`src/rtl/de_fb_responder.sv`:
```
// Drawing-engine memory responder: turns de_req/de_ack word requests into timed
// single-port async SRAM cycles (setup, WAIT_STATES access cycles, ack).
module de_fb_responder #(
  parameter int ADDR_W      = 18,
  parameter int WAIT_STATES = 1,
  parameter int FB_WORDS    = 76800
) (
  input  logic              clk,
  input  logic              rst_n,
  input  logic              de_req,
  output logic              de_ack,
  input  logic [ADDR_W-1:0] de_addr,
  input  logic [3:0]        de_nbyte,
  input  logic              de_rnw,
  input  logic [31:0]       de_w_data,
  output logic [31:0]       de_r_data,
  output logic              sram_cs_n,
  output logic              sram_oe_n,
  output logic [3:0]        sram_we_n,
  output logic [ADDR_W-1:0] sram_addr,
  output logic [31:0]       sram_wdata,
  input  logic [31:0]       sram_rdata,
  output logic              addr_err
);

  typedef enum logic [1:0] {IDLE, SETUP, ACCESS, ACK} state_t;

  typedef struct packed {
    logic [ADDR_W-1:0] addr;
    logic [3:0]        nbyte;
    logic              rnw;
  } req_t;

  localparam logic [3:0] LAST = 4'(WAIT_STATES - 1);

  state_t     state;
  req_t       req;
  logic [3:0] cnt;
  logic       in_range;
  logic       no_op_wr;

  // Widened compare so large addresses never alias into the frame buffer
  assign in_range  = 64'(de_addr) < 64'(FB_WORDS);
  assign no_op_wr  = !de_rnw && (de_nbyte == 4'hF);
  assign sram_addr = req.addr;

  always_ff @(posedge clk or negedge rst_n) begin
    if (!rst_n) begin
      state      <= IDLE;
      req        <= '0;
      cnt        <= '0;
      de_ack     <= 1'b0;
      de_r_data  <= '0;
      sram_cs_n  <= 1'b1;
      sram_oe_n  <= 1'b1;
      sram_we_n  <= 4'hF;
      sram_wdata <= '0;
      addr_err   <= 1'b0;
    end else begin
      de_ack <= 1'b0;
      case (state)
        IDLE: begin
          if (de_req) begin
            req <= '{addr: de_addr, nbyte: de_nbyte, rnw: de_rnw};
            if (!in_range || no_op_wr) begin
              // Nothing to do on the SRAM: complete straight away
              state  <= ACK;
              de_ack <= 1'b1;
              if (!in_range) begin
                addr_err <= 1'b1;
                if (de_rnw) de_r_data <= '0;
              end
            end else begin
              state      <= SETUP;
              sram_cs_n  <= 1'b0;
              sram_oe_n  <= !de_rnw;
              sram_wdata <= de_rnw ? 32'h0 : de_w_data;
            end
          end
        end
        SETUP: begin
          state <= ACCESS;
          cnt   <= '0;
          if (!req.rnw) sram_we_n <= req.nbyte;
        end
        ACCESS: begin
          if (cnt == LAST) begin
            // Strobes release on the same edge that samples read data
            state      <= ACK;
            de_ack     <= 1'b1;
            sram_cs_n  <= 1'b1;
            sram_oe_n  <= 1'b1;
            sram_we_n  <= 4'hF;
            sram_wdata <= '0;
            if (req.rnw) de_r_data <= sram_rdata;
          end else begin
            cnt <= cnt + 4'd1;
          end
        end
        ACK: state <= IDLE;
        default: state <= IDLE;
      endcase
    end
  end

endmodule

```
`config.mk`:
```
export PLATFORM = sky130hd
export DESIGN_NAME = de_fb_responder
export DESIGN_NICKNAME = d
export VERILOG_FILES = /design/src/rtl/de_fb_responder.sv
export SDC_FILE = /design/constraint.sdc
export NUM_CORES = 1
export LEC_CHECK = 0
export BUFFER_PORTS_ARGS = -buffer_cell sky130_fd_sc_hd__buf_2
export CAP_MARGIN = 20
export CELL_PAD_IN_SITES_DETAIL_PLACEMENT = 1
export CELL_PAD_IN_SITES_GLOBAL_PLACEMENT = 2
export CORE_AREA = 8 8 130 132
export CTS_CLUSTER_DIAMETER = 80
export DETAILED_ROUTE_END_ITERATION = 12
export DIE_AREA = 0 0 138 140
export PLACE_DENSITY_LB_ADDON = 0.1
export SETUP_SLACK_MARGIN = 0.3
export SYNTH_ARGS = -nofsm -noshare
export SYNTH_HDL_FRONTEND = slang
export SYNTH_SLANG_ARGS = --single-unit
```
`constraint.sdc`:
```
create_clock -name clk -period 4.6 [get_ports clk]
set_clock_uncertainty 0.2 [all_clocks]
set_input_delay 0.46 -clock clk [delete_from_list [all_inputs] [get_ports clk]]
set_output_delay 0.46 -clock clk [all_outputs]
set_load 0.005 [all_outputs]
```
## Word-level counts from Yosys, hierarchy flattened

Cells that the tools add are included.

- Add/subtract/negate cells: 1
- Order comparisons: 1
- Eq/ne operators: 13
- Muxes and demuxes: 32
- Bitwise operators: 1
- Reduce and logical (&&, ||, !) cells: 15

Operator list:

| operator | count |
|---|---|
| $mux 32 | 10 |
| $pmux 32 s2 | 2 |
| $lt 18x17->1 const B | 1 |
| $ne 2x2->1 const B | 9 |
| $pmux 4 s2 | 2 |
| $mux 4 | 3 |
| $mux 1 | 8 |
| $pmux 2 s4 | 1 |
| $reduce_and 4->1 | 2 |
| $reduce_and 7->1 | 1 |
| $mux 2 | 3 |
| $pmux 1 s2 | 3 |
| $reduce_and 2->1 | 3 |
| $add 4x1->4 const B | 1 |
| $eq 2x2->1 const B | 2 |
| $eq 4x4->1 const B | 1 |
| $logic_not 4->1 | 1 |
| $reduce_bool 2->1 | 2 |
| $reduce_and 3->1 | 1 |
| $eq 2x1->1 const B | 1 |
| $logic_not 1->1 | 2 |
| $logic_not 2->1 | 1 |
| $logic_and 1x1->1 | 1 |
| $logic_or 1x1->1 | 1 |
| $not 1->1 | 1 |

- Bits in registers: 101
- Input bits: 90
- Word-level logic and storage cells: 75

## Depth between registers and ports, before layout

Gate-level depths: netlist of run 1.

- Word-level depth: 6
- Depth in mapped cells: 9

## Worst setup path before layout of run 1

Ideal clock, no wire load.

- Path kind: register -> register
- From: register cnt[0]
- To: register de_r_data[0]
- Setup time: 0.123 ns
- Arrival: 2.109 ns
- Path slack: 2.169 ns
- Cell stages (with the launch flop): 9
- Buffers on the path: 2
- Clock period less this slack: 2.431 ns
- Path through: dfrtp_1 inv_1 ha_1 or3b_4 a211o_1 or3b_1 buf_6 buf_12 mux2i_1

- Word-level cells in the longest chain between the ends: 3

Ends and longest elaborated chain:

| item | RTL line | RTL |
|---|---|---|
| start, declared | 38 | `logic [3:0] cnt;` |
| start signal, assigned | 97 | `cnt <= cnt + 4'd1;` |
| $logic_not 4->1 | 87 | `if (cnt == LAST) begin` |
| $ne 2x2->1 (no line) | -- |  |
| $reduce_and 7->1 (no line) | -- |  |
| end signal, assigned | 95 | `if (req.rnw) de_r_data <= sram_rdata;` |
| end, declared | 16 | `output logic [31:0] de_r_data,` |

Every way passes these cells.
A chain may end at the register's enable or synchronous reset.

## Worst setup path in the final report of run 1

- From: register state[0]
- To: register sram_wdata[3]

- Word-level cells in the longest chain between the ends: 3
- Elaborated cells on any way between the ends: 8
- Classes of those cells: eq/ne: 4; mux: 1; reduce/logical: 3

Ends and longest elaborated chain:

| item | RTL line | RTL |
|---|---|---|
| start, declared | 36 | `state_t state;` |
| start signal, assigned | 49 | `state <= IDLE;` |
| start signal, assigned | 67 | `state <= ACK;` |
| start signal, assigned | 74 | `state <= SETUP;` |
| $eq 2x2->1 or $logic_not 2->1 (tied branches) | 61 | `case (state)` |
| $ne 2x2->1 (no line) or $reduce_bool 2->1 (tied branches) | -- |  |
| $reduce_and 4->1 (no line) | -- |  |
| end signal, assigned | 77 | `sram_wdata <= de_rnw ? 32'h0 : de_w_data;` |
| end, declared | 21 | `output logic [31:0] sram_wdata,` |

Several ways; a longest one is shown, not always the timed one.

==> results by group, run 1 <==
STA
  – Max-slew headroom: 34.5%
  – Final-layout setup total negative slack: 0 ns
  – Slack of the critical path: between 1 and 1.5 ns
  – Fmax: 0.299 GHz
  – Unrepaired setup endpoints after global routing: no
  – Tcrit/Tclk final: 72.7%
  – Pins over their slew limit: 0
  – Slew at the pin closest to its max-slew limit: between 0.9 and 1 ns
  – Endpoints failing hold: 0
  – Final-layout worst hold slack: between 0.009 and 0.01 ns
  – Endpoints failing setup: 0
  – Final min period: between 3 and 4 ns

Finish
  – Area overhead of the layout relative to synthesis: 27.0%
  – Layout cells sized above 1: 39.4%
  – Fillers: 1752
  – Antenna diode instance count: 0
  – Commonest non-fill, non-tap cell in the layout: sky130_fd_sc_hd__buf_2
  – Nets@finish: 682
  – Post-Layout Inst Area: 5890 µm²
  – Top library cells by usage in the layout, fill and taps aside: sky130_fd_sc_hd__buf_2 (178), sky130_fd_sc_hd__dfrtp_1 (95), sky130_fd_sc_hd__inv_1 (73)

Drt
  – Via count: 3415
  – Detail Route Antenna Nets: 0
  – Via count normalized by instance count: 4.38
  – Residual DRC count: 0
  – Wirelength, routed: about 12000 µm
  – Wire length per cell after detailed routing: 15.9 µm
  – Initial DRC count: roughly 170
  – First-pass iteration count of the detailed router: 4

Die
  – Number of placement rows: 45
  – Height of the chip: 140 µm
  – Initial Utilization: 31.2%
  – Core ar.: around 15000 µm²
  – Horizontal extent of the die: 138 µm
  – Number of top-level pins: 180
  – Die ar.: roughly 19000 µm²

Logic synthesis
  – Seq cells post-synth: 101
  – Sequential element share of the synthesized area: a little over half
  – Cell taking the most area after synthesis: sky130_fd_sc_hd__dfrtp_1
  – Mean cell area of the mapped netlist: 10.8 µm²
  – Proportion of netlist area held by the largest area contributor: 51.3%
  – Number of nets in the synthesized netlist: 523
  – Total standard cell area after synthesis: 4640 µm²
  – Synth Warn #: 0
  – Count of different cell masters after synthesis: 36
  – Post-Synthesis Cells: 428
  – Top cells by area, synth: sky130_fd_sc_hd__dfrtp_1 (51%), sky130_fd_sc_hd__mux2i_1 (14%), sky130_fd_sc_hd__inv_1 (5.9%)

Worst setup path
  – Family with the most delay on the worst path: compound AO/OA/AOI/OAI gates
  – Maximum fanout along the worst path: 46
  – Critical path, cell by cell: inv_1 > ha_2 > nor2_1 > a211o_1 > a211oi_4 > buf_12 > mux2i_1
  – Nature of the critical path startpoint: flop
  – Max stage delay cell, worst path: sky130_fd_sc_hd__a211oi_4
  – Data arrival time at the worst-slack endpoint: 3.41 ns
  – Critical Path End Type: flop
  – Type of the setup path with the least slack: flop to flop
  – Buffers & Inverters on Critical Path: 2
  – Slowest Stage Delay on Critical Path: between 0.7 and 0.8 ns
  – CP Data Required Time: 4.66 ns

Worst hold path
  – Class of the tightest hold or removal check: input pin to async pin

Clocking
  – Clock tree sinks: 101
  – TritonCTS clock tree: built
  – H-tree depth: 3
  – Root buffer cell: sky130_fd_sc_hd__clkbuf_16
  – Skew-Pair Late Insertion Delay: approximately 0.34 ns
  – Max clock buf depth: 2
  – Clk pin slew, worst setup/hold paths: 0.07 ns
  – Number of buffers created by CTS: 9
  – Setup Buffers After CTS: 0
  – Post-CTS Resized: 0
  – Hold-fix buffers at CTS: 0

Global routing
  – First-pass GRT wire length: slightly above 20000 µm
  – Number of global-route vias before repair: 3858
  – Antenna violations before repair: 0
  – Global-route total usage across every layer: 12.9%
  – Total grt overflow: 0
  – Pin count of the biggest net entering global routing: 66

Pwr
  – Max IR drop VDD: 0.250 mV
  – Power per cell area: 644 nW/µm²
  – Static leakage: approximately 0.0032 µW

Status
  – Result of the run: completed

Place
  – Placement Setup Slack: 1.18 ns
  – Number of port buffers: 179
  – Placed cell area: around 5500 µm²
  – HPWL after detailed placement: 9260 µm
  – Weighted congestion reported at the end of routability-driven placement: ~0.70

Flow run
  – Number of maximum-capacitance violations: 0
## path summary, 6_finish.rpt
path | from | endpoint | slack, ns | depth (start not counted)
max | state[0]$_DFFE_PN0P_ | sram_wdata[3]$_DFFE_PN0P_ | 1.26 | 7
min in group clk | de_addr[2] | sram_addr[2]$_DFFE_PN0P_ | 0.14 | 2
min reg2reg | sram_addr[17]$_DFFE_PN0P_ | sram_addr[17]$_DFFE_PN0P_ | 0.28 | 2
max in group asynchronous | rst_n | de_r_data[0]$_DFFE_PN0P_ | 3.15 | 2
max reg2reg | state[0]$_DFFE_PN0P_ | sram_wdata[3]$_DFFE_PN0P_ | 1.26 | 7
min | rst_n | de_r_data[20]$_DFFE_PN0P_ | 0.009 | 1
## report_power, final
part           internal, µW  switching, µW  total (µW)
logic                   786            846        1630
registers              1230            158        1380
clock network           438            336         774
## sequential cells by signal (all words and copies together), names as in the netlist
signal      count
de_r_data      32
sram_wdata     32
sram_addr      18
req             5
cnt             4
sram_we_n       4
state           2
addr_err        1
de_ack          1
sram_cs_n       1
sram_oe_n       1
## metal layers
metal  global-route usage (%)  wire length [µm]  part of all wire (%)  up-vias
li1                         -                 -                     -     1646
met3                     4.29               792                   6.4       12
met2                     21.0              6110                    49       95
met5                        0                 0                     0        -
met4                     4.81               164                   1.3        0
met1                     15.4              5330                    43     1662
## layout make-up
type,instances,area (µm²),share of cell area [%]
Clock buffer,11,243,4.12
Timing Repair Buffer,184,981,16.7
Sequential cell,101,2530,43.0
Multi-Input combinational cell,218,1560,26.5
Clock inverter,5,60.1,1.02
Inverter,73,274,4.65
Tap cell,188,235,3.99
## cells by family (layout without fill, tap and decap cells)
logic type | after synthesis | in the layout | share of synthesized area (%)
buf+inv | 109 | 273 | 11.7
flops | 101 | 101 | 54.7
simple gates | 99 | 99 | 8.77
mux | 88 | 88 | 19.6
compound gates | 26 | 26 | 3.81
fa+ha+maj | 5 | 5 | 1.35
## synth_stat cells (all sizes together)
cell / n
nor2: 17
clkbuf: 10
and3: 1
a21o: 1
a32o: 1
o22ai: 2
a31oi: 1
o32ai: 1
ha: 5
inv: 73
a21oi: 9
o21ai: 5
nand3: 2
dfstp: 6
o211ai: 1
a31o: 1
nor2b: 1
and2: 1
nor3: 1
mux2i: 64
dfrtp: 95
a211oi: 2
buf: 26
o2111ai: 1
nand2: 71
or3b: 2
nand3b: 1
nor3b: 2
a211o: 1
mux2: 24
## stage by stage
| step | power, µW | utilization (%) | std cells |
|---|---|---|---|
| 2_1_floorplan | 2640 | - | 428 |
| 3_3_place_gp | 3010 | 37.3 | 762 |
| 4_1_cts | 3860 | 39.3 | 778 |
| 5_1_grt | 4090 | 39.6 | 780 |
| 6_report | 3790 | 39.6 | 780 |
| 3_5_place_dp | 3060 | 37.3 | 762 |
(Power assumes the default switching activity.)
==> run 2: changes to the inputs <==
CORE_AREA = 8 8 136 138   (was 8 8 130 132)
DIE_AREA = 0 0 144 146   (was 0 0 138 140)
clock period = 3.1 ns   (was 4.6 ns; I/O delays follow)
==> run 2 against run 1 <==
  * Final cell count grew 12%
  * Worst hold slack worse by 0.0026 ns
  * Core utilization up 0.34 points
  * Global-route usage increased by 0.26 points
  * Die area is 8.8% higher
  * Non-clock buffer count grew 58
  * First-iteration DRC count shrank 37%
  * Via count rose by 7.3%
  * Wire length up 6.1%
  * Clock power rose by 52%
  * Count of clock-buffer cells in the layout down 2
  * Sequential cell count unchanged
  * Critical endpoint is now de_r_data[11]$_DFFE_PN0P_
==> results by group, run 2 (synthesis results as in run 1) <==
Global routing
  – Global-route total usage across every layer: 13.1%
  – Met3 layer usage reported by global route: 4.56%
  – Antenna violations before repair: 0
  – Total grt overflow: 0
  – Met2 usage: 22.4%
  – First-pass GRT wire length: around 22000 µm
  – Number of global-route vias before repair: 4219
  – Met1 Usage GRT: between 10% and 20%
  – Pin count of the biggest net entering global routing: between 50 and 60
  – Layer with the highest usage after global routing: met2

Worst setup path
  – Nature of the critical path startpoint: flop
  – Start point of the critical path: cnt[0]$_DFFE_PN0P_
  – Worst reg2reg path endpoint: de_r_data[11]$_DFFE_PN0P_
  – Setup slack on the worst flop-to-flop path: approximately 0.45 ns
  – Maximum fanout along the worst path: 32
  – Type of the setup path with the least slack: flop to flop
  – CP Data Required Time: ~3.1 ns
  – Critical Path End Type: flop
  – Data arrival time at the worst-slack endpoint: between 2 and 3 ns
  – Crit Reg-Reg Startpoint: cnt[0]$_DFFE_PN0P_
  – Depth of the worst register-to-register path: 7

Finish
  – Commonest non-fill, non-tap cell in the layout: sky130_fd_sc_hd__buf_2
  – Antenna diode instance count: 0
  – Top library cells by usage in the layout, fill and taps aside: sky130_fd_sc_hd__buf_2 (178), sky130_fd_sc_hd__dfrtp_1 (95), sky130_fd_sc_hd__inv_1 (73)
  – Layout Cells excl Fill: 870
  – Fillers: around 1900
  – Layout cells sized above 1: 36.5%
  – Nets@finish: 740
  – Area overhead of the layout relative to synthesis: 40.4%

STA
  – Final-layout worst hold slack: 0.00687 ns
  – Pins over their slew limit: 0
  – Endpoints failing setup: 0
  – Unrepaired setup endpoints after global routing: no
  – Endpoints failing hold: 0
  – Fmax: 0.377 GHz
  – Final min period: 2.65 ns
  – Tcrit/Tclk final: 85.6%
  – Final-layout setup total negative slack: 0 ns
  – Max-slew headroom: 55.9%
  – Slew at the pin closest to its max-slew limit: 0.661 ns

Die
  – Die ar.: roughly 21000 µm²
  – Number of placement rows: 47
  – Horizontal extent of the die: 144 µm
  – Core ar.: 16300 µm²
  – Height of the chip: roughly 150 µm
  – Initial Utilization: 28.5%
  – Number of top-level pins: 180

Clocking
  – H-tree depth: 3
  – Skew-Pair Late Insertion Delay: 0.34 ns
  – Setup Buffers After CTS: 0
  – Clk pin slew, worst setup/hold paths: 0.07 ns
  – TritonCTS clock tree: built
  – Clock tree sinks: between 100 and 150
  – Root buffer cell: sky130_fd_sc_hd__clkbuf_16
  – Max clock buf depth: 2
  – Number of buffers created by CTS: 9

Drt
  – Wire length per cell after detailed routing: roughly 15 µm
  – Via count normalized by instance count: between 4 and 5
  – Initial DRC count: 107
  – Wirelength, routed: 13200 µm
  – Detail Route Antenna Nets: 0
  – Residual DRC count: 0
  – Via count: 3664
  – First-pass iteration count of the detailed router: 4

Place
  – HPWL after detailed placement: ~9400 µm
  – Weighted congestion reported at the end of routability-driven placement: 0.730
  – Post-Place Cells: 798
  – Number of port buffers: roughly 180

Worst hold path
  – Hold worst-path end: de_r_data[13]$_DFFE_PN0P_
  – Class of the tightest hold or removal check: input pin to flop
  – Min-Delay Path Depth: 3
  – HP Start: sram_rdata[13]

Pwr
  – Part of the power in the clock network: between 20% and 30%
  – Power per cell area: 879 nW/µm²
  – Share of power burned in registers: 35.6%
  – Max IR drop VDD: 0.405 mV
  – Fraction of power spent switching nets: 35.9%
  – Pint: 3670 µW
  – Fraction of power consumed by combinational cells: 43.7%
  – Static leakage: 0.00341 µW
  – Sw Pwr: 2050 µW

Status
  – Result of the run: completed

Flow run
  – Number of maximum-capacitance violations: 0
run 2: changes by cell type in the layout (fill, tap and decap cells not counted), sizes merged:
cell / before / now
buf: 184 / 186
dlygate4sd3: 0 / 56
clkinv: 3 / 1
inv: 73 / 76
clkinvlp: 1 / 2
clkbuf: 11 / 9
run 2: worst max path at each step:
| stage | end | slack, ns | depth (start not counted) |
|---|---|---|---|
| after floorplan | de_r_data[0]$_DFFE_PN0P_ | 0.67 | 8 |
| after global placement | de_r_data[5]$_DFFE_PN0P_ | 0.39 | 7 |
| after detailed placement | de_r_data[25]$_DFFE_PN0P_ | 0.36 | 7 |
| after CTS | de_r_data[25]$_DFFE_PN0P_ | 0.34 | 7 |
| after global routing | de_r_data[10]$_DFFE_PN0P_ | 0.32 | 7 |
| final | de_r_data[11]$_DFFE_PN0P_ | 0.45 | 7 |
run 2: cell type report:
type                       instances  area (µm²)  area share (%)
inverter                          73         274            4.21
sequential                       101        2530            38.9
clock inverter                     7        82.6            1.27
timing repair buffer             242        1550            23.9
clock buffer                       9         225            3.46
multi-input combinational        218        1560            24.0
tap                              220         275            4.23
run 2: per-stage QoR:
stage | worst slack [ns] | total power, µW | util [%] | cell area, µm²
2_1_floorplan | 0.669 | 3910 | - | 4640
3_3_place_gp | 0.393 | 4520 | 34.6 | 5630
3_5_place_dp | 0.359 | 4580 | 34.6 | 5630
4_1_cts | 0.344 | 5870 | 39.9 | 6500
5_1_grt | 0.323 | 6210 | 40.0 | 6510
6_report | 0.446 | 5720 | 40.0 | 6510
run 2: critical path, stage by stage (launching register included):
cell and delay (ns):
sky130_fd_sc_hd__dfrtp_1 0.41, sky130_fd_sc_hd__inv_1 0.09, sky130_fd_sc_hd__ha_1 0.17, sky130_fd_sc_hd__or3b_4 0.40
sky130_fd_sc_hd__a211o_1 0.35, sky130_fd_sc_hd__or3b_2 0.48, sky130_fd_sc_hd__buf_6 0.24, sky130_fd_sc_hd__mux2i_1 0.16
run 2: layer usage:
| layer | routed length (µm) | part of all wire [%] |
|---|---|---|
| met4 | 142 | 1.1 |
| met1 | 5430 | 41 |
| met3 | 1020 | 7.7 |
| met2 | 6570 | 50 |
| met5 | 0 | 0 |
run 2: power groups by stage:
stage	sequential, µW	clock (µW)	combinational (µW)
floorplan	2070	0	1850
global placement	2060	0	2460
detailed placement	2070	0	2510
CTS	2050	1240	2580
global route	2110	1280	2820
finish	2040	1180	2500
run 2: what timing repair did:
item	in CTS	in global routing
hold buffers	56	0
endpoints found under the setup margin	0	32
resized for setup	0	2
hold endpoints to repair	103	0
==> run 3: changes to the inputs <==
--- a/config.mk
+++ b/config.mk
@@ -14,4 +14,5 @@
 export DETAILED_ROUTE_END_ITERATION = 12
 export DIE_AREA = 0 0 144 146
+export GPL_TIMING_DRIVEN = 0
 export PLACE_DENSITY_LB_ADDON = 0.1
 export SETUP_SLACK_MARGIN = 0.3
==> constraint.sdc (replaced) <==
create_clock -name clk -period 3.1 [get_ports clk]
set_clock_uncertainty 0.2 [all_clocks]
set_input_delay 0.465 -clock clk [delete_from_list [all_inputs] [get_ports clk]]
set_output_delay 0.465 -clock clk [all_outputs]
set_load 0.005 [all_outputs]
==> run 3 against run 2 <==
  * Highest routed layer unchanged
  * Sequential cell count did not move
  * Final cell count fell by 2.4%
  * Non-clock buffer count fell by 21
  * Core utilization fell by 1.9 points
  * Setup slack improved by 0.015 ns
  * Fmax rose by 0.58%
  * Register-to-register slack improved by 0.02 ns
  * Clock power rose by 5%
  * Count of clock-buffer cells in the layout rose by 2
  * Largest cell class unchanged
  * Via count fell by 3.0%
  * Combinational power rose by 12%
  * Sequential share of layout area rose by 1.9 points
  * Largest power group unchanged
==> results by group, run 3 (synthesis results as in run 1) <==
Drt
  – Wire length per cell after detailed routing: 15.3 µm
  – Via count normalized by instance count: 4.18
  – Residual DRC count: 0
  – Wirelength, routed: between 10000 and 15000 µm
  – Detail Route Antenna Nets: 0
  – First-pass iteration count of the detailed router: 4
  – Via count: about 3600
  – Initial DRC count: 65

STA
  – Unrepaired setup endpoints after global routing: no
  – Max-slew headroom: 34.6%
  – Fmax: 0.379 GHz
  – Pins over their slew limit: 0
  – Tcrit/Tclk final: roughly 85%
  – Endpoints failing setup: 0
  – Final min period: 2.64 ns
  – Slew at the pin closest to its max-slew limit: 0.976 ns
  – Endpoints failing hold: 0
  – Final-layout setup total negative slack: 0 ns

Global routing
  – Number of global-route vias before repair: 4002
  – Global-route total usage across every layer: 12.9%
  – Pin count of the biggest net entering global routing: 66
  – Total grt overflow: 0
  – First-pass GRT wire length: 21400 µm
  – Antenna violations before repair: 0

Worst setup path
  – Buffers & Inverters on Critical Path: 3
  – Depth of the worst register-to-register path: 8
  – Setup slack on the worst flop-to-flop path: 0.46 ns
  – Crit Reg-Reg Startpoint: cnt[0]$_DFFE_PN0P_
  – Start point of the critical path: cnt[0]$_DFFE_PN0P_
  – Slowest Stage Delay on Critical Path: roughly 0.43 ns
  – Max stage delay cell, worst path: sky130_fd_sc_hd__dfrtp_1
  – Type of the setup path with the least slack: flop to flop
  – Maximum fanout along the worst path: 10
  – Nature of the critical path startpoint: flop
  – Family with the most delay on the worst path: simple AND/OR/NAND/NOR gates
  – Worst reg2reg path endpoint: de_r_data[27]$_DFFE_PN0P_
  – CP Data Required Time: approximately 3.1 ns
  – Data arrival time at the worst-slack endpoint: around 2.7 ns
  – Critical path, cell by cell: inv_1 > ha_1 > or3b_4 > a211o_1 > or3b_1 > buf_6 > buf_12 > mux2i_1
  – Setup crit end: de_r_data[27]$_DFFE_PN0P_
  – Critical Path End Type: flop
  – Critical path depth in cells: 8

Worst hold path
  – Min-Delay Path Depth: 2
  – Class of the tightest hold or removal check: input pin to flop

Die
  – Height of the chip: roughly 150 µm
  – Number of top-level pins: 180
  – Initial Utilization: roughly 28%
  – Core ar.: 16300 µm²
  – Horizontal extent of the die: 144 µm
  – Number of placement rows: 47
  – Die ar.: 21000 µm²

Clocking
  – Number of buffers created by CTS: 9
  – Clock tree sinks: 101
  – Root buffer cell: sky130_fd_sc_hd__clkbuf_16
  – TritonCTS clock tree: built
  – H-tree depth: 3
  – Skew-Pair Late Insertion Delay: around 0.34 ns
  – Max clock buf depth: 2
  – Clk pin slew, worst setup/hold paths: 0.07 ns

Finish
  – Top library cells by usage in the layout, fill and taps aside: sky130_fd_sc_hd__buf_2 (178), sky130_fd_sc_hd__dfrtp_1 (95), sky130_fd_sc_hd__inv_1 (73)
  – Fillers: ~1900
  – Layout cells sized above 1: 40.9%
  – Layout Cells excl Fill: 849
  – Commonest non-fill, non-tap cell in the layout: sky130_fd_sc_hd__buf_2
  – Post-Layout Inst Area: 6210 µm²
  – Nets@finish: 719
  – Area overhead of the layout relative to synthesis: 33.9%
  – Antenna diode instance count: 0

Status
  – Result of the run: completed

Place
  – HPWL after detailed placement: a little under 10000 µm
  – Post-Place Cells: about 830
  – Placed cell area: between 5000 and 6000 µm²
  – Weighted congestion reported at the end of routability-driven placement: 0.717
  – Number of port buffers: 179

Pwr
  – Power per cell area: 978 nW/µm²
  – Max IR drop VDD: between 0.3 and 0.4 mV
  – Static leakage: 0.00333 µW

Flow run
  – Number of maximum-capacitance violations: 0
-- run 3: cell count changes in the layout (fill, tap and decap cells not counted), moves of 2 or more --
| cell | previous run | this run |
|---|---|---|
| sky130_fd_sc_hd__clkbuf_2 | 0 | 2 |
| sky130_fd_sc_hd__clkbuf_1 | 0 | 9 |
| sky130_fd_sc_hd__inv_6 | 2 | 0 |
| sky130_fd_sc_hd__buf_4 | 4 | 26 |
| sky130_fd_sc_hd__dlygate4sd3_1 | 56 | 1 |
| sky130_fd_sc_hd__ha_1 | 3 | 5 |
| sky130_fd_sc_hd__ha_2 | 2 | 0 |
-- run 3: metrics by stage --
stage | util (%) | setup WS [ns] | total power (µW) | hold WS (ns)
finish | 38.1 | 0.462 | 6070 | 0.151
global route | 38.1 | 0.319 | 6590 | 0.133
CTS | 37.9 | 0.302 | 6170 | 0.129
detailed placement | 35.8 | 0.314 | 4890 | 0.258
global placement | 35.6 | 0.0841 | 4790 | 0.248
floorplan | - | 0.669 | 3910 | -0.0306
-- run 3: area by class of cell --
type	instances	area, µm²	area share (%)
plain buffers	36	273	4.40
clock buffers	11	243	3.91
clock inverters	5	83.8	1.35
inverters	73	274	4.42
multi-input cells	218	1560	25.1
flip-flops and latches	101	2530	40.8
well taps	220	275	4.44
repair buffers	185	966	15.6
-- run 3: repair_timing --
| item | CTS | global route |
|---|---|---|
| setup buffers | 0 | 4 |
| endpoints found under the hold margin | 36 | 0 |
| hold buffers | 1 | 0 |
| resized for setup | 0 | 4 |
| endpoints found under the setup margin | 0 | 60 |
-- run 3: worst min path at each step --
stage / from / end / slack [ns]
after floorplan: rst_n / addr_err$_DFFE_PN0P_ / -0.03
after global placement: addr_err$_DFFE_PN0P_ / addr_err$_DFFE_PN0P_ / 0.25
after detailed placement: addr_err$_DFFE_PN0P_ / addr_err$_DFFE_PN0P_ / 0.26
after CTS: de_addr[3] / sram_addr[3]$_DFFE_PN0P_ / 0.13
after global routing: de_addr[0] / sram_addr[0]$_DFFE_PN0P_ / 0.13
final: de_addr[3] / sram_addr[3]$_DFFE_PN0P_ / 0.15
-- run 3: per-layer routing --
layer,up-vias,GRT usage [%],part of all wire [%]
met4,0,4.47,1.2
met5,-,0,0
met1,1730,14.8,41
li1,1720,-,-
met3,11,4.33,7.9
met2,92,21.9,50
-- run 3: worst reg2reg max path, delay by kind of cell, from the launching register on --
family,cells,cell delay (ns)
and+or+nand+nor,2,0.84
DFF,1,0.43
buffers and inverters,3,0.41
AOI/OAI and AO/OA,1,0.35
adders and majority gates,1,0.18
muxes,1,0.12
-- run 3: report_power, final --
group	total (µW)	switching, µW	internal, µW
registers	2040	221	1820
logic	2790	1350	1440
clock network	1240	508	732
total	6070	2080	3990
